--- src/rtl/adam_axil_pkg.sv ---
// Shared AXI-Lite definitions: response codes and the memory-bridge FSM state type.
package adam_axil_pkg;

  localparam int unsigned AXIL_RESP_W = 2;

  localparam logic [AXIL_RESP_W-1:0] AXIL_RESP_OKAY   = 2'b00;
  localparam logic [AXIL_RESP_W-1:0] AXIL_RESP_SLVERR = 2'b10;

  typedef enum logic [2:0] {
    IDLE    = 3'd0,
    RD_WAIT = 3'd1,
    RD_RESP = 3'd2,
    WR_RESP = 3'd3,
    PAUSED  = 3'd4
  } axil_mem_state_t;

endpackage

--- src/rtl/adam_axil_mem_bridge_if.sv ---
// AXI-Lite bus bundle (AW/W/B/AR/R) with master and slave views.
interface adam_axil_mem_bridge_if
  import adam_axil_pkg::*;
#(
  parameter int unsigned ADDR_WIDTH = 32,
  parameter int unsigned DATA_WIDTH = 32
) ();

  localparam int unsigned STRB_WIDTH = DATA_WIDTH / 8;

  logic [ADDR_WIDTH-1:0]  aw_addr;
  logic                   aw_valid;
  logic                   aw_ready;

  logic [DATA_WIDTH-1:0]  w_data;
  logic [STRB_WIDTH-1:0]  w_strb;
  logic                   w_valid;
  logic                   w_ready;

  logic [AXIL_RESP_W-1:0] b_resp;
  logic                   b_valid;
  logic                   b_ready;

  logic [ADDR_WIDTH-1:0]  ar_addr;
  logic                   ar_valid;
  logic                   ar_ready;

  logic [DATA_WIDTH-1:0]  r_data;
  logic [AXIL_RESP_W-1:0] r_resp;
  logic                   r_valid;
  logic                   r_ready;

  modport master (
    output aw_addr, aw_valid, w_data, w_strb, w_valid, b_ready,
           ar_addr, ar_valid, r_ready,
    input  aw_ready, w_ready, b_resp, b_valid, ar_ready,
           r_data, r_resp, r_valid
  );

  modport slave (
    input  aw_addr, aw_valid, w_data, w_strb, w_valid, b_ready,
           ar_addr, ar_valid, r_ready,
    output aw_ready, w_ready, b_resp, b_valid, ar_ready,
           r_data, r_resp, r_valid
  );

endinterface

--- src/rtl/adam_axil_mem_bridge.sv ---
// AXI-Lite slave serialising reads/writes onto a one-cycle-latency single-port SRAM.
// Optional out-of-range SLVERR responses: define ADAM_AXIL_MEM_BRIDGE_SLVERR_EN.
module adam_axil_mem_bridge
  import adam_axil_pkg::*;
#(
  parameter int unsigned ADDR_WIDTH = 32,
  parameter int unsigned DATA_WIDTH = 32,
  parameter int unsigned MEM_SIZE   = 4096,
  parameter int unsigned STRB_WIDTH = DATA_WIDTH / 8,
  parameter int unsigned MEM_AW     = $clog2(MEM_SIZE / STRB_WIDTH)
) (
  input  logic                  clk,
  input  logic                  rst,
  input  logic                  test,
  input  logic                  pause_req,
  output logic                  pause_ack,
  adam_axil_mem_bridge_if.slave axil,
  output logic                  mem_req,
  output logic                  mem_we,
  output logic [MEM_AW-1:0]     mem_addr,
  output logic [STRB_WIDTH-1:0] mem_be,
  output logic [DATA_WIDTH-1:0] mem_wdata,
  input  logic [DATA_WIDTH-1:0] mem_rdata
);

  localparam int unsigned BYTE_AW = $clog2(MEM_SIZE);
  localparam int unsigned OFF_W   = $clog2(STRB_WIDTH);

  axil_mem_state_t       r_state, w_state_nxt;
  logic                  r_last_wr, w_last_wr_nxt;
  logic                  r_err, w_err_nxt;
  logic [DATA_WIDTH-1:0] r_rdata, w_rdata_nxt;

  logic w_wr_cand, w_rd_cand;
  logic w_aw_oor, w_ar_oor;
  logic w_aw_ready, w_w_ready, w_ar_ready;
  logic w_mem_req, w_mem_we, w_sel_wr;
  logic w_unused_bits;

  assign w_wr_cand = axil.aw_valid && axil.w_valid;
  assign w_rd_cand = axil.ar_valid;

`ifdef ADAM_AXIL_MEM_BRIDGE_SLVERR_EN
  // Any address bit above the memory window marks the access out of range.
  assign w_aw_oor      = |axil.aw_addr[ADDR_WIDTH-1:BYTE_AW];
  assign w_ar_oor      = |axil.ar_addr[ADDR_WIDTH-1:BYTE_AW];
  assign axil.b_resp   = r_err ? AXIL_RESP_SLVERR : AXIL_RESP_OKAY;
  assign axil.r_resp   = r_err ? AXIL_RESP_SLVERR : AXIL_RESP_OKAY;
  assign w_unused_bits = ^{test, axil.aw_addr[OFF_W-1:0], axil.ar_addr[OFF_W-1:0]};
`else
  // Upper address bits alias onto the memory window.
  assign w_aw_oor      = 1'b0;
  assign w_ar_oor      = 1'b0;
  assign axil.b_resp   = AXIL_RESP_OKAY;
  assign axil.r_resp   = AXIL_RESP_OKAY;
  assign w_unused_bits = ^{test, axil.aw_addr[OFF_W-1:0], axil.ar_addr[OFF_W-1:0],
                           axil.aw_addr[ADDR_WIDTH-1:BYTE_AW],
                           axil.ar_addr[ADDR_WIDTH-1:BYTE_AW]};
`endif

  // Next-state, round-robin grant and grant-cycle memory strobes.
  always_comb begin
    w_state_nxt   = r_state;
    w_last_wr_nxt = r_last_wr;
    w_err_nxt     = r_err;
    w_rdata_nxt   = r_rdata;
    w_aw_ready    = 1'b0;
    w_w_ready     = 1'b0;
    w_ar_ready    = 1'b0;
    w_mem_req     = 1'b0;
    w_mem_we      = 1'b0;
    w_sel_wr      = 1'b0;

    case (r_state)
      IDLE: begin
        if (pause_req) begin
          w_state_nxt = PAUSED;
        end else if (w_wr_cand && (!w_rd_cand || !r_last_wr)) begin
          w_aw_ready    = 1'b1;
          w_w_ready     = 1'b1;
          w_mem_req     = !w_aw_oor;
          w_mem_we      = 1'b1;
          w_sel_wr      = 1'b1;
          w_last_wr_nxt = 1'b1;
          w_err_nxt     = w_aw_oor;
          w_state_nxt   = WR_RESP;
        end else if (w_rd_cand) begin
          w_ar_ready    = 1'b1;
          w_mem_req     = !w_ar_oor;
          w_last_wr_nxt = 1'b0;
          w_err_nxt     = w_ar_oor;
          w_state_nxt   = RD_WAIT;
        end
      end
      RD_WAIT: begin
        w_rdata_nxt = r_err ? '0 : mem_rdata;
        w_state_nxt = RD_RESP;
      end
      RD_RESP: if (axil.r_ready) w_state_nxt = IDLE;
      WR_RESP: if (axil.b_ready) w_state_nxt = IDLE;
      PAUSED:  if (!pause_req)   w_state_nxt = IDLE;
      default: w_state_nxt = IDLE;
    endcase
  end

  always_ff @(posedge clk or negedge rst) begin
    if (!rst) begin
      r_state   <= IDLE;
      r_last_wr <= 1'b1;
      r_err     <= 1'b0;
      r_rdata   <= '0;
    end else begin
      r_state   <= w_state_nxt;
      r_last_wr <= w_last_wr_nxt;
      r_err     <= w_err_nxt;
      r_rdata   <= w_rdata_nxt;
    end
  end

  assign axil.aw_ready = w_aw_ready;
  assign axil.w_ready  = w_w_ready;
  assign axil.ar_ready = w_ar_ready;
  assign axil.b_valid  = (r_state == WR_RESP);
  assign axil.r_valid  = (r_state == RD_RESP);
  assign axil.r_data   = r_rdata;
  assign pause_ack     = (r_state == PAUSED);

  assign mem_req   = w_mem_req;
  assign mem_we    = w_mem_we;
  assign mem_addr  = w_sel_wr ? axil.aw_addr[BYTE_AW-1:OFF_W] : axil.ar_addr[BYTE_AW-1:OFF_W];
  assign mem_be    = w_sel_wr ? axil.w_strb : '0;
  assign mem_wdata = axil.w_data;

endmodule

--- src/flat_wrapper.sv ---
// flat-port wrapper written by rule: the top's interface ports become plain ports
module adam_axil_mem_bridge_flat import adam_axil_pkg::*;
#(
  parameter int unsigned ADDR_WIDTH = 32,
  parameter int unsigned DATA_WIDTH = 32,
  parameter int unsigned MEM_SIZE   = 4096,
  parameter int unsigned STRB_WIDTH = DATA_WIDTH / 8,
  parameter int unsigned MEM_AW     = $clog2(MEM_SIZE / STRB_WIDTH)
)
  (clk, rst, test, pause_req, pause_ack, mem_req, mem_we, mem_addr, mem_be, mem_wdata, mem_rdata, axil_aw_addr, axil_aw_valid, axil_w_data, axil_w_strb, axil_w_valid, axil_b_ready, axil_ar_addr, axil_ar_valid, axil_r_ready, axil_aw_ready, axil_w_ready, axil_b_resp, axil_b_valid, axil_ar_ready, axil_r_data, axil_r_resp, axil_r_valid);
  adam_axil_mem_bridge_if #(.ADDR_WIDTH(ADDR_WIDTH), .DATA_WIDTH(DATA_WIDTH)) axil_i ();
  input  logic clk;
  input  logic rst;
  input  logic test;
  input  logic pause_req;
  output logic pause_ack;
  output logic mem_req;
  output logic mem_we;
  output logic [MEM_AW-1:0] mem_addr;
  output logic [STRB_WIDTH-1:0] mem_be;
  output logic [DATA_WIDTH-1:0] mem_wdata;
  input  logic [DATA_WIDTH-1:0] mem_rdata;
  input wire logic [$bits(axil_i.aw_addr)-1:0] axil_aw_addr;
  input wire logic [$bits(axil_i.aw_valid)-1:0] axil_aw_valid;
  input wire logic [$bits(axil_i.w_data)-1:0] axil_w_data;
  input wire logic [$bits(axil_i.w_strb)-1:0] axil_w_strb;
  input wire logic [$bits(axil_i.w_valid)-1:0] axil_w_valid;
  input wire logic [$bits(axil_i.b_ready)-1:0] axil_b_ready;
  input wire logic [$bits(axil_i.ar_addr)-1:0] axil_ar_addr;
  input wire logic [$bits(axil_i.ar_valid)-1:0] axil_ar_valid;
  input wire logic [$bits(axil_i.r_ready)-1:0] axil_r_ready;
  output wire logic [$bits(axil_i.aw_ready)-1:0] axil_aw_ready;
  output wire logic [$bits(axil_i.w_ready)-1:0] axil_w_ready;
  output wire logic [$bits(axil_i.b_resp)-1:0] axil_b_resp;
  output wire logic [$bits(axil_i.b_valid)-1:0] axil_b_valid;
  output wire logic [$bits(axil_i.ar_ready)-1:0] axil_ar_ready;
  output wire logic [$bits(axil_i.r_data)-1:0] axil_r_data;
  output wire logic [$bits(axil_i.r_resp)-1:0] axil_r_resp;
  output wire logic [$bits(axil_i.r_valid)-1:0] axil_r_valid;
  assign axil_i.aw_addr = axil_aw_addr;
  assign axil_i.aw_valid = axil_aw_valid;
  assign axil_i.w_data = axil_w_data;
  assign axil_i.w_strb = axil_w_strb;
  assign axil_i.w_valid = axil_w_valid;
  assign axil_i.b_ready = axil_b_ready;
  assign axil_i.ar_addr = axil_ar_addr;
  assign axil_i.ar_valid = axil_ar_valid;
  assign axil_i.r_ready = axil_r_ready;
  assign axil_aw_ready = axil_i.aw_ready;
  assign axil_w_ready = axil_i.w_ready;
  assign axil_b_resp = axil_i.b_resp;
  assign axil_b_valid = axil_i.b_valid;
  assign axil_ar_ready = axil_i.ar_ready;
  assign axil_r_data = axil_i.r_data;
  assign axil_r_resp = axil_i.r_resp;
  assign axil_r_valid = axil_i.r_valid;
  adam_axil_mem_bridge #(.ADDR_WIDTH(ADDR_WIDTH), .DATA_WIDTH(DATA_WIDTH), .MEM_SIZE(MEM_SIZE), .STRB_WIDTH(STRB_WIDTH), .MEM_AW(MEM_AW)) u_core (.clk(clk), .rst(rst), .test(test), .pause_req(pause_req), .pause_ack(pause_ack), .axil(axil_i), .mem_req(mem_req), .mem_we(mem_we), .mem_addr(mem_addr), .mem_be(mem_be), .mem_wdata(mem_wdata), .mem_rdata(mem_rdata));
endmodule
--- config.mk ---
export PLATFORM = sky130hd
export DESIGN_NAME = adam_axil_mem_bridge_flat
export DESIGN_NICKNAME = d
export VERILOG_FILES = /design/src/rtl/adam_axil_pkg.sv /design/src/rtl/adam_axil_mem_bridge_if.sv /design/src/rtl/adam_axil_mem_bridge.sv /design/src/flat_wrapper.sv
export SDC_FILE = /design/constraint.sdc
export NUM_CORES = 1
export LEC_CHECK = 0
export CORE_AREA = 2 2 91 93
export DETAILED_ROUTE_END_ITERATION = 6
export DIE_AREA = 0 0 93 95
export DONT_BUFFER_PORTS = 1
export GPL_ROUTABILITY_DRIVEN = 1
export GPL_TIMING_DRIVEN = 0
export PLACE_DENSITY = 0.35
export SLEW_MARGIN = 5
export SYNTH_ARGS = -nofsm -noshare
export SYNTH_HDL_FRONTEND = slang
export SYNTH_SLANG_ARGS = --single-unit
--- constraint.sdc ---
create_clock -name clk -period 2.7 [get_ports clk]
set_input_delay 0.405 -clock clk [delete_from_list [all_inputs] [get_ports clk]]
set_output_delay 0.405 -clock clk [all_outputs]
set_load 0.03 [all_outputs]
==> qor_table.md, run 1 <==
| Item | This run | Unit |
|---|---|---|
| Outcome | finished, final reports clean | - |
| Number of warnings reported in the yosys synthesis log | 0 | - |
| Number of inserted diodes | 0 | - |
| Pin count of the biggest net entering global routing | 37 | - |
| Post-synthesis sequential element count | 36 | - |
| GPL Wtd Cong | 0.7245 | - |
| Width of the die | 93 | um |
| Area enclosed by the die boundary | 8835 | um2 |
| Fin nets | 300 | - |
| Netlist cell types | 21 | - |
| Aggregate negative setup slack | 0 | ns |
| Share of the clock period used by the worst path | 96.07 | % |
| Nature of the critical path endpoint | output pin | - |
| Mapped cell area | 1887 | um2 |
| Worst setup timing slack at the placement stage | 0.2594 | ns |
| Via total after detailed routing | 1134 | - |
| Cell depth of the worst flop-to-flop path | 3 | - |
| End of the worst register-to-register path | u_core.axil.r_data[9]$_DFFE_PN0P_ | - |
| Final slew viol count | 0 | - |
| TritonCTS clock tree | yes | - |
| Number of setup violations in the final report | 0 | - |
| Cell at the root of the clock tree | sky130_fd_sc_hd__clkbuf_8 | - |
| Crit path max fanout | 10 | - |
| Startpoint type of the worst setup path | flop | - |
| Worst-margin pin slew | 0.9766 | ns |
| Layout-stage area growth over the synthesis result | 13.99 | % |
| Highest achievable clock rate | 0.3855 | GHz |
| HP Class | in -> reg | - |
| Portion of synthesized cell area occupied by the leading cell type | 46.42 | % |
| CP required | 2.30 | ns |
| Final antenna-violating net count | 0 | - |
| Critical R2R Launch | u_core.r_state[2]$_DFFE_PN0P_ | - |
| Peak VDD IR | 441.1 | uV |
| Flop2flop setup slack | 0.80 | ns |
| Per-instance average area after synthesis | 12.84 | um2 |
| Power density cells | 1165 | nW/um2 |
| Type of the worst setup path | reg -> out | - |
| Effective utilization at floorplan | 23.80 | % |
| Drt drc | 0 | - |
| Arr. time, crit path | 2.19 | ns |
| Vias in the first global route | 1097 | - |
| Maximum number of buffers from clock root to sink | 2 | - |
| Number of placed instances with taps included | 255 | - |
| Violation count after the first detailed-routing iteration | 12 | - |
| Via-to-Cell Ratio | 4.279 | - |
| Dominant cells by area after synthesis | sky130_fd_sc_hd__dfrtp_1 (46%), sky130_fd_sc_hd__mux2_2 (20%), sky130_fd_sc_hd__buf_4 (15%), sky130_fd_sc_hd__mux2_4 (7.2%), sky130_fd_sc_hd__and2_1 (2.0%) | - |
| Largest area contributor in the netlist | sky130_fd_sc_hd__dfrtp_1 | - |
| Non-Filler Instances | 265 | - |
| Top Ports | 231 | - |
| Overall routing resource usage | 8.685 | % |
| Die boundary height | 95 | um |
| Hold-critical path endpoint | u_core.r_state[2]$_DFFE_PN0P_ | - |
| First-pass GRT wire length | 5.809 | mm |
| Max-cap check violation count | 0 | - |
| Initial antenna violation count | 0 | - |
| DP HPWL | 3.671 | mm |
| Maximum level of the CTS H-tree | 2 | - |
| Hold_sp | pause_req | - |
| Routed wire per std cell | 16.59 | um |
| Clock slew at reported path FFs | 0.07 | ns |
| Seq/Total Area, Yosys | 47.81 | % |
| Final hold slack | 0.2624 | ns |
| Slew headroom | 34.75 | % |
| CTS sink cnt | 36 | - |
| First-pass iteration count of the detailed router | 4 | - |
| Final clock skew | 0.008220 | ns |
| Num CTS Buffers | 5 | - |
| Post-synthesis cell count | 147 | - |
| Startpoint of the worst setup timing path | u_core.r_state[0]$_DFFE_PN0P_ | - |
| CORE AREA | 7928 | um2 |
| # port buffers | 0 | - |
| Utilization after layout | 27.13 | % |
| Setup repair after global routing missed its margin | true | - |
| Std-Cell Rows | 33 | - |
| Post-layout min period | 2.594 | ns |
| Clk_lat worst skew | 0.28 | ns |
| Worst setup margin | 0.1060 | ns |
| Number of cells on the worst hold path | 1 | - |
| GRT overflow | 0 | - |
| Final Routed Wirelength | 4.396 | mm |
| Static power due to leakage | 0.001009 | uW |
| Layout cells sized above 1 | 61.25 | % |
| Hold violation total from the final report | 0 | - |
## logic make-up (layout without fill, tap and decap cells)
| kind of cell | Yosys count | after routing | share of synthesized area, % |
|---|---|---|---|
| buffers and inverters | 44 | 54 | 16.91 |
| other | 1 | 4 | 0.1987 |
| AND/OR/NAND/NOR | 16 | 16 | 4.907 |
| multiplexers | 43 | 43 | 27.45 |
| AO/OA/AOI/OAI | 7 | 7 | 2.719 |
| flip-flops | 36 | 36 | 47.81 |
## timing repair
action	CTS	global route
endpoints found under the hold margin	36	0
hold buffers	2	0
buffers inserted	0	0
cloned	0	0
gates resized for setup	4	1
endpoints found under the setup margin	4	4
## worst max-delay path: stages (launching register included)
cell and delay (ns):
sky130_fd_sc_hd__dfrtp_1 0.43, sky130_fd_sc_hd__or4_1 0.56, sky130_fd_sc_hd__a211o_1 0.29, sky130_fd_sc_hd__buf_6 0.17, sky130_fd_sc_hd__clkinv_2 0.17, sky130_fd_sc_hd__and2_2 0.28
## metal layers
layer	share of wire (%)	global-route usage [%]
met1	29	7.358
met2	58	17.63
met3	13	4.629
met4	0.52	1.838
met5	0	0
## layout by cell type, fill, tap and decap left out, types with 2 or more instances in the layout
cell type,netlist,layout
sky130_fd_sc_hd__conb_1,1,4
sky130_fd_sc_hd__a21o_1,2,2
sky130_fd_sc_hd__mux2_2,34,34
sky130_fd_sc_hd__clkbuf_8,0,5
sky130_fd_sc_hd__and2_2,0,4
sky130_fd_sc_hd__mux2_4,9,9
sky130_fd_sc_hd__buf_2,3,3
sky130_fd_sc_hd__clkbuf_1,0,2
sky130_fd_sc_hd__a21oi_1,2,2
sky130_fd_sc_hd__nor2_1,4,4
sky130_fd_sc_hd__dfrtp_1,35,35
sky130_fd_sc_hd__buf_4,38,38
sky130_fd_sc_hd__nor3b_1,2,2
sky130_fd_sc_hd__a211o_1,2,2
sky130_fd_sc_hd__and2_1,6,2
## cell usage after synthesis
library cell	n
sky130_fd_sc_hd__buf_4	38
sky130_fd_sc_hd__dfrtp_1	35
sky130_fd_sc_hd__mux2_2	34
sky130_fd_sc_hd__mux2_4	9
sky130_fd_sc_hd__and2_1	6
sky130_fd_sc_hd__nor2_1	4
sky130_fd_sc_hd__buf_2	3
sky130_fd_sc_hd__a211o_1	2
sky130_fd_sc_hd__a21o_1	2
sky130_fd_sc_hd__a21oi_1	2
sky130_fd_sc_hd__nor3b_1	2
sky130_fd_sc_hd__a221oi_1	1
sky130_fd_sc_hd__and3b_1	1
sky130_fd_sc_hd__buf_6	1
sky130_fd_sc_hd__conb_1	1
sky130_fd_sc_hd__dfstp_2	1
sky130_fd_sc_hd__inv_1	1
sky130_fd_sc_hd__inv_2	1
sky130_fd_sc_hd__nand2_1	1
sky130_fd_sc_hd__nand3_1	1
sky130_fd_sc_hd__or4_1	1
## sequential cells by signal, summed over array words and instances, names as in the netlist
name,cells
u_core.axil.r_data,32
u_core.r_last_wr,1
u_core.r_state,3
## worst max path at each step
| stage | end | slack, ns | cells after the start |
|---|---|---|---|
| CTS | mem_be[2] | 0.005 | 5 |
| global route | mem_be[3] | -0.008 | 5 |
| global placement | mem_be[1] | 0.26 | 5 |
| detailed placement | mem_be[2] | 0.26 | 5 |
| floorplan | mem_be[0] | 0.44 | 5 |
| finish | mem_be[2] | 0.11 | 5 |
## layout make-up
| cell class | instances | area (um2) |
|---|---|---|
| multi-input combinational | 70 | 681.9 |
| inverter | 2 | 8.758 |
| fill | 830 | 5777 |
| buffer | 42 | 311.5 |
| clock buffer | 7 | 76.32 |
| timing repair buffer | 2 | 30.03 |
| sequential | 36 | 902.1 |
| clock inverter | 1 | 8.758 |
| tap | 105 | 131.4 |
## report_power, final
part | internal (uW) | total (uW) | switching, uW
clock | 184 | 374 | 189
combinational | 332 | 643 | 311
sequential | 805 | 1490 | 684
total | 1320 | 2510 | 1180
## stage by stage
| stage | area, um2 | total power (uW) |
|---|---|---|
| global route | 2151 | 2634 |
| global placement | 2029 | 2129 |
| finish | 2151 | 2505 |
| CTS | 2150 | 2552 |
| detailed placement | 2029 | 2149 |
| floorplan | 1898 | 2019 |
Power figures use the tool's default switching activity.
==> inputs of run 2 (changes only) <==
Settings changed: RECOVER_POWER set to 100.
==> qor_table.md, run 2 (same netlist as run 1, synthesis figures left out) <==
| Item | This run | Unit | Delta |
|---|---|---|---|
| Nature of the critical path endpoint | output pin | - |  |
| Post-layout min period | 2.595 | ns | +0.0008890 ns |
| TritonCTS clock tree | yes | - |  |
| Peak VDD IR | 440.6 | uV | -0.10% |
| Maximum number of buffers from clock root to sink | 2 | - | unchanged |
| Initial antenna violation count | 0 | - | unchanged |
| Static power due to leakage | 0.0008749 | uW | -13% |
| Power Total | 2480 | uW | -1.0% |
| Violation count after the first detailed-routing iteration | 12 | - | unchanged |
| Via total after detailed routing | 1133 | - | -0.088% |
| Number of setup violations in the final report | 0 | - | unchanged |
| CORE AREA | 7928 | um2 | unchanged |
| Outcome | finished, violations left | - |  |
| Flip-flop count of the largest register, all copies and words added | 32 | - | unchanged |
| Reported net switching power | 1185 | uW | about the same |
| Critical-path top delay cell | sky130_fd_sc_hd__or4_1 | - |  |
| HP Class | in -> reg | - |  |
| Power density cells | 1230 | nW/um2 | +5.6% |
| Worst setup margin | 0.1051 | ns | -0.0008890 ns |
| Vias in the first global route | 1097 | - | unchanged |
| CTS sink cnt | 36 | - | unchanged |
| Slowest stage delay, CP | 0.56 | ns | about the same |
| Arr. time, crit path | 2.19 | ns | about the same |
| Clock Power Share | 15.1 | % | +0.2 points |
| CP required | 2.30 | ns | about the same |
| Width of the die | 93 | um | unchanged |
| Share of the clock period used by the worst path | 96.11 | % | about the same |
| Top Ports | 231 | - | unchanged |
| Type of the worst setup path | reg -> out | - |  |
| First-pass GRT wire length | 5.809 | mm | unchanged |
| Drt drc | 0 | - | unchanged |
| Hold violation total from the final report | 0 | - | unchanged |
| Crit path max-delay family | simple AND/OR/NAND/NOR gates | - |  |
| Cell at the root of the clock tree | sky130_fd_sc_hd__clkbuf_8 | - |  |
| Worst setup timing slack at the placement stage | 0.2594 | ns | unchanged |
| Routed wire per std cell | 16.65 | um | +0.39% |
| Slew headroom | -11.41 | % | -46 points |
| Final clock skew | 0.007981 | ns | -0.0002390 ns |
| Max-cap check violation count | 1 | - | +1 |
| Violations in the final reports | max-capacitance violations, max-slew violations | - |  |
| Setup Buffers After CTS | 0 | - | unchanged |
| Number of fillers in the final layout | 870 | - | +4.8% |
| First-pass iteration count of the detailed router | 4 | - | unchanged |
| Crit path max fanout | 10 | - | unchanged |
| GRT overflow | 0 | - | unchanged |
| Clock slew at reported path FFs | 0.07 | ns | about the same |
| Startpoint type of the worst setup path | flop | - |  |
| Layout-stage area growth over the synthesis result | 6.896 | % |  |
| Std-Cell Rows | 33 | - | unchanged |
| Top routing layer in use | met4 | - |  |
| Effective utilization at floorplan | 23.80 | % | unchanged |
| Most frequent cells in the layout | sky130_fd_sc_hd__clkbuf_1 (37), sky130_fd_sc_hd__dfrtp_1 (35), sky130_fd_sc_hd__mux2_2 (34) | - |  |
| Share of total power in combinational logic | 24.9 | % | -0.8 points |
| DP HPWL | 3.671 | mm | unchanged |
| Fin nets | 300 | - | unchanged |
| Final antenna-violating net count | 0 | - | unchanged |
| Chain of cells forming the critical path | or4_1 -> a211o_1 -> buf_6 -> clkinv_2 -> and2_2 | - |  |
| Met3 Wirelength | 554 | um | -1.1% |
| Via-to-Cell Ratio | 4.275 | - | about the same |
| Clk_lat worst skew | 0.28 | ns | about the same |
| Highest achievable clock rate | 0.3854 | GHz | about the same |
| Worst-margin pin slew | 1.671 | ns | +0.6946 ns |
| Pin count of the biggest net entering global routing | 37 | - | unchanged |
| # port buffers | 0 | - | unchanged |
| Layout cells sized above 1 | 38.75 | % | -23 points |
| Final slew viol count | 37 | - | +37 |
| Maximum level of the CTS H-tree | 2 | - | unchanged |
| Number of inserted diodes | 0 | - | unchanged |
| Final Routed Wirelength | 4.413 | mm | +0.39% |
| Crit path buf inv count | 2 | - | unchanged |
| Most common cell after layout, fill and taps aside | sky130_fd_sc_hd__clkbuf_1 | - |  |
| Area enclosed by the die boundary | 8835 | um2 | unchanged |
| Num CTS Buffers | 5 | - | unchanged |
| GPL Wtd Cong | 0.7245 | - | unchanged |
| Final hold slack | 0.2621 | ns | -0.0002870 ns |
| Fraction of power consumed by sequential logic | 60.0 | % | +0.6 points |
| Die boundary height | 95 | um | unchanged |
| Switching part of the total | 47.78 | % | +0.51 points |
| Overall routing resource usage | 8.685 | % | unchanged |
| Routed wire length on met2 | 2.548 | mm | -0.12% |
| Met1 wire length | 1.286 | mm | +2.1% |
| Cell internal pwr | 1295 | uW | -2.0% |
| Setup repair after global routing missed its margin | true | - |  |
[run 2: cell types whose count changed in the layout (fill, tap and decap cells not counted), sizes merged]
cell and delta:
buf -36, clkbuf +35, clkdlybuf4s25 +1
[run 2: repair_timing]
action                                  in CTS  in global routing
endpoints found under the hold margin       36                  0
endpoints found under the setup margin       4                  4
hold buffers                                 2                  0
resized for setup                            4                  1
[run 2: power by group through the flow]
stage / Clock, uW / Sequential (uW) / Combinational [uW]
3_3_place_gp: 0 / 1510 / 622
6_report: 374 / 1490 / 618
5_1_grt: 415 / 1530 / 667
4_1_cts: 395 / 1500 / 658
3_5_place_dp: 0 / 1500 / 645
2_1_floorplan: 0 / 1440 / 574
[run 2: worst reg2reg max path, stage by stage, from the launching register on]
cell and delay (ns):
sky130_fd_sc_hd__dfrtp_1 0.44, sky130_fd_sc_hd__nor3b_1 0.63, sky130_fd_sc_hd__clkbuf_1 0.51, sky130_fd_sc_hd__mux2_2 0.40
[run 2: metrics by stage]
stage / cells / util, % / setup TNS (ns) / cell area [um2]
floorplan: 150 / - / 0 / 1898
global placement: 255 / 25.60 / 0 / 2029
detailed placement: 255 / 25.60 / 0 / 2029
CTS: 265 / 27.11 / 0 / 2150
global route: 265 / 25.44 / -0.01819 / 2017
finish: 265 / 25.44 / 0 / 2017
[run 2: cell type report]
type                       instances  area (um2)  area share, %
multi-input combinational         70       681.9          33.81
timing repair buffer               2       20.02         0.9926
inverter                           2       8.758         0.4342
clock buffer                       7       76.32          3.784
clock inverter                     1       8.758         0.4342
tap                              105       131.4          6.514
sequential                        36       902.1          44.73
buffer                            42       187.7          9.305
[run 2: metal layers]
layer | vias up | global-route usage, %
met5 | - | 0
met4 | 0 | 1.838
met3 | 4 | 4.629
met2 | 110 | 17.63
met1 | 537 | 7.358
li1 | 482 | -
[run 2: final timing paths]
check | slack, ns | from | cells after the start | end
max in group asynchronous | 0.46 | rst | 2 | u_core.axil.r_data[20]$_DFFE_PN0P_
max reg2reg | 0.62 | u_core.r_state[2]$_DFFE_PN0P_ | 3 | u_core.axil.r_data[9]$_DFFE_PN0P_
min | 0.26 | pause_req | 1 | u_core.r_state[2]$_DFFE_PN0P_
min reg2reg | 0.53 | u_core.r_last_wr$_DFFE_PN1P_ | 1 | u_core.r_last_wr$_DFFE_PN1P_
min in group asynchronous | 1.26 | rst | 2 | u_core.axil.r_data[26]$_DFFE_PN0P_
max | 0.11 | u_core.r_state[0]$_DFFE_PN0P_ | 5 | mem_be[2]
==> inputs of run 3 (changes only) <==
Settings changed: PLACE_DENSITY 0.35 to unset.
==> qor_table.md, run 3 (same netlist as run 1, synthesis figures left out) <==
| Item | This run | Unit | Delta |
|---|---|---|---|
| Routed wire per std cell | 14.74 | um | -11% |
| Max-cap check violation count | 1 | - | unchanged |
| Slowest stage delay, CP | 0.56 | ns | about the same |
| Worst-margin pin slew | 1.630 | ns | -0.04090 ns |
| CORE AREA | 7928 | um2 | unchanged |
| Cell depth of the worst flop-to-flop path | 3 | - | unchanged |
| Area enclosed by the die boundary | 8835 | um2 | unchanged |
| GRT overflow | 0 | - | unchanged |
| Startpoint type of the worst setup path | flop | - |  |
| Final hold slack | 0.2692 | ns | +0.007038 ns |
| Clock slew at reported path FFs | 0.07 | ns | about the same |
| Crit path depth | 5 | - | unchanged |
| Number of placed instances with taps included | 255 | - | unchanged |
| Static power due to leakage | 0.0008836 | uW | +0.99% |
| Utilization after layout | 25.47 | % | +0.032 points |
| Routed wire length on met2 | 1.963 | mm | -23% |
| Num CTS Buffers | 5 | - | unchanged |
| Arr. time, crit path | 2.20 | ns | about the same |
| Post-layout min period | 2.600 | ns | +0.005182 ns |
| Layout-stage area growth over the synthesis result | 7.029 | % |  |
| Fin nets | 300 | - | unchanged |
| Startpoint of the worst setup timing path | u_core.r_state[0]$_DFFE_PN0P_ | - |  |
| Std-Cell Rows | 33 | - | unchanged |
| Crit path buf inv count | 2 | - | unchanged |
| Highest achievable clock rate | 0.3846 | GHz | -0.20% |
| Non-Filler Instances | 265 | - | unchanged |
| Number of inserted diodes | 0 | - | unchanged |
| Most common cell after layout, fill and taps aside | sky130_fd_sc_hd__clkbuf_1 | - |  |
| Violations in the final reports | max-capacitance violations, max-slew violations | - |  |
| Setup repair after global routing missed its margin | true | - |  |
| CP required | 2.30 | ns | about the same |
| Maximum level of the CTS H-tree | 2 | - | unchanged |
| Crit path max fanout | 10 | - | unchanged |
| Cell area after layout | 2019 | um2 | +0.12% |
| Overall routing resource usage | 7.938 | % | -0.75 points |
| Width of the die | 93 | um | unchanged |
| Number of cells on the worst hold path | 1 | - | unchanged |
| Effective utilization at floorplan | 23.80 | % | unchanged |
| End of the worst register-to-register path | u_core.axil.r_data[27]$_DFFE_PN0P_ | - |  |
| Die boundary height | 95 | um | unchanged |
| Outcome | finished, violations left | - |  |
| Final Routed Wirelength | 3.906 | mm | -11% |
| Power Total | 2482 | uW | about the same |
| Cell area after placement | 2029 | um2 | unchanged |
| Share of the clock period used by the worst path | 96.30 | % | +0.19 points |
| Hold violation total from the final report | 0 | - | unchanged |
| Slew headroom | -8.685 | % | +2.7 points |
| Timing endpoint of the critical path | mem_be[0] | - |  |
| Chain of cells forming the critical path | or4_1 -> a211o_1 -> buf_6 -> clkinv_2 -> and2_2 | - |  |
| Number of setup violations in the final report | 0 | - | unchanged |
| Area used by multi-input combinational logic | 681.9 | um2 | unchanged |
| First-pass iteration count of the detailed router | 3 | - | -1 |
| Flip-flop count of the largest register, all copies and words added | 32 | - | unchanged |
| GPL Wtd Cong | 0.6421 | - | -11% |
| Via-to-Cell Ratio | 4.196 | - | -1.9% |
| Final clock skew | 0.004300 | ns | -0.003681 ns |
| Clk_lat worst skew | 0.28 | ns | about the same |
| Flop2flop setup slack | 0.59 | ns | -0.03 ns |
| Pin count of the biggest net entering global routing | 37 | - | unchanged |
| Setup Buffers After CTS | 0 | - | unchanged |
| Number of fillers in the final layout | 888 | - | +2.1% |
| Final slew viol count | 37 | - | unchanged |
| First-pass GRT wire length | 5.333 | mm | -8.2% |
| Drt drc | 0 | - | unchanged |
| Area of all sequential standard cells | 902.1 | um2 | unchanged |
| Initial antenna violation count | 0 | - | unchanged |
| Maximum number of buffers from clock root to sink | 2 | - | unchanged |
| Top routing layer in use | met4 | - |  |
| Cell at the root of the clock tree | sky130_fd_sc_hd__clkbuf_8 | - |  |
| Critical R2R Launch | u_core.r_state[2]$_DFFE_PN0P_ | - |  |
| Violation count after the first detailed-routing iteration | 23 | - | +11 |
| DP HPWL | 3.108 | mm | -15% |
| Met1 wire length | 1.385 | mm | +7.7% |
| Most frequent cells in the layout | sky130_fd_sc_hd__clkbuf_1 (37), sky130_fd_sc_hd__dfrtp_1 (35), sky130_fd_sc_hd__mux2_2 (34) | - |  |
| Nature of the critical path endpoint | output pin | - |  |
| Type of the worst setup path | reg -> out | - |  |
| CTS sink cnt | 36 | - | unchanged |
| Met3 Wirelength | 495 | um | -11% |
| Peak VDD IR | 670.4 | uV | +52% |
| Power density cells | 1229 | nW/um2 | about the same |
| Vias in the first global route | 1077 | - | -1.8% |
| HP Class | in -> reg | - |  |
| Final antenna-violating net count | 0 | - | unchanged |
| Via total after detailed routing | 1112 | - | -1.9% |
| Layout cells sized above 1 | 38.75 | % | unchanged |
| Critical-path top delay cell | sky130_fd_sc_hd__or4_1 | - |  |
| Crit path max-delay family | simple AND/OR/NAND/NOR gates | - |  |
| Top Ports | 231 | - | unchanged |
| # port buffers | 0 | - | unchanged |
| TritonCTS clock tree | yes | - |  |
run 3: worst min-delay path by stage:
| stage | from | slack, ns | end |
|---|---|---|---|
| finish | mem_rdata[23] | 0.27 | u_core.axil.r_data[23]$_DFFE_PN0P_ |
| global route | mem_rdata[19] | 0.25 | u_core.axil.r_data[19]$_DFFE_PN0P_ |
| CTS | pause_req | 0.25 | u_core.r_state[2]$_DFFE_PN0P_ |
| detailed placement | rst | 0.11 | u_core.axil.r_data[30]$_DFFE_PN0P_ |
| global placement | rst | 0.11 | u_core.axil.r_data[21]$_DFFE_PN0P_ |
| floorplan | rst | 0.11 | u_core.axil.r_data[0]$_DFFE_PN0P_ |
run 3: area by class of cell:
| class | count | area share [%] |
|---|---|---|
| Inverter | 2 | 0.4337 |
| Timing Repair Buffer | 2 | 1.115 |
| Buffer | 42 | 9.294 |
| Sequential cell | 36 | 44.67 |
| Tap cell | 105 | 6.506 |
| Clock inverter | 1 | 0.4337 |
| Clock buffer | 7 | 3.779 |
| Multi-Input combinational cell | 70 | 33.77 |
run 3: layer usage:
metal / global-route usage (%) / vias up
met3: 3.671 / 7
met4: 2.574 / 0
met5: 0 / -
met2: 12.74 / 90
li1: - / 484
met1: 9.479 / 531
run 3: worst reg2reg max path, cell delays in order (launching register included):
cell	delay (ns)
sky130_fd_sc_hd__dfrtp_1	0.43
sky130_fd_sc_hd__nor3b_1	0.66
sky130_fd_sc_hd__clkbuf_1	0.50
sky130_fd_sc_hd__mux2_2	0.40
run 3: power breakdown:
group          total [uW]  leakage (uW)  internal [uW]  switching (uW)
Sequential           1500      0.000432            805             691
Clock                 372     0.0000424            184             187
Combinational         615      0.000409            306             309
run 3: stage by stage:
step / setup WS [ns] / setup TNS, ns
finish: 0.09992 / 0
global route: -0.003346 / -0.004921
CTS: 0.008355 / 0
detailed placement: 0.2649 / 0
global placement: 0.2735 / 0
floorplan: 0.4360 / 0
run 3: what timing repair did:
item,in CTS,in global routing
cloned,0,0
setup endpoints to repair,4,4
endpoints found under the hold margin,36,0
resized for setup,4,1
hold buffers,2,0
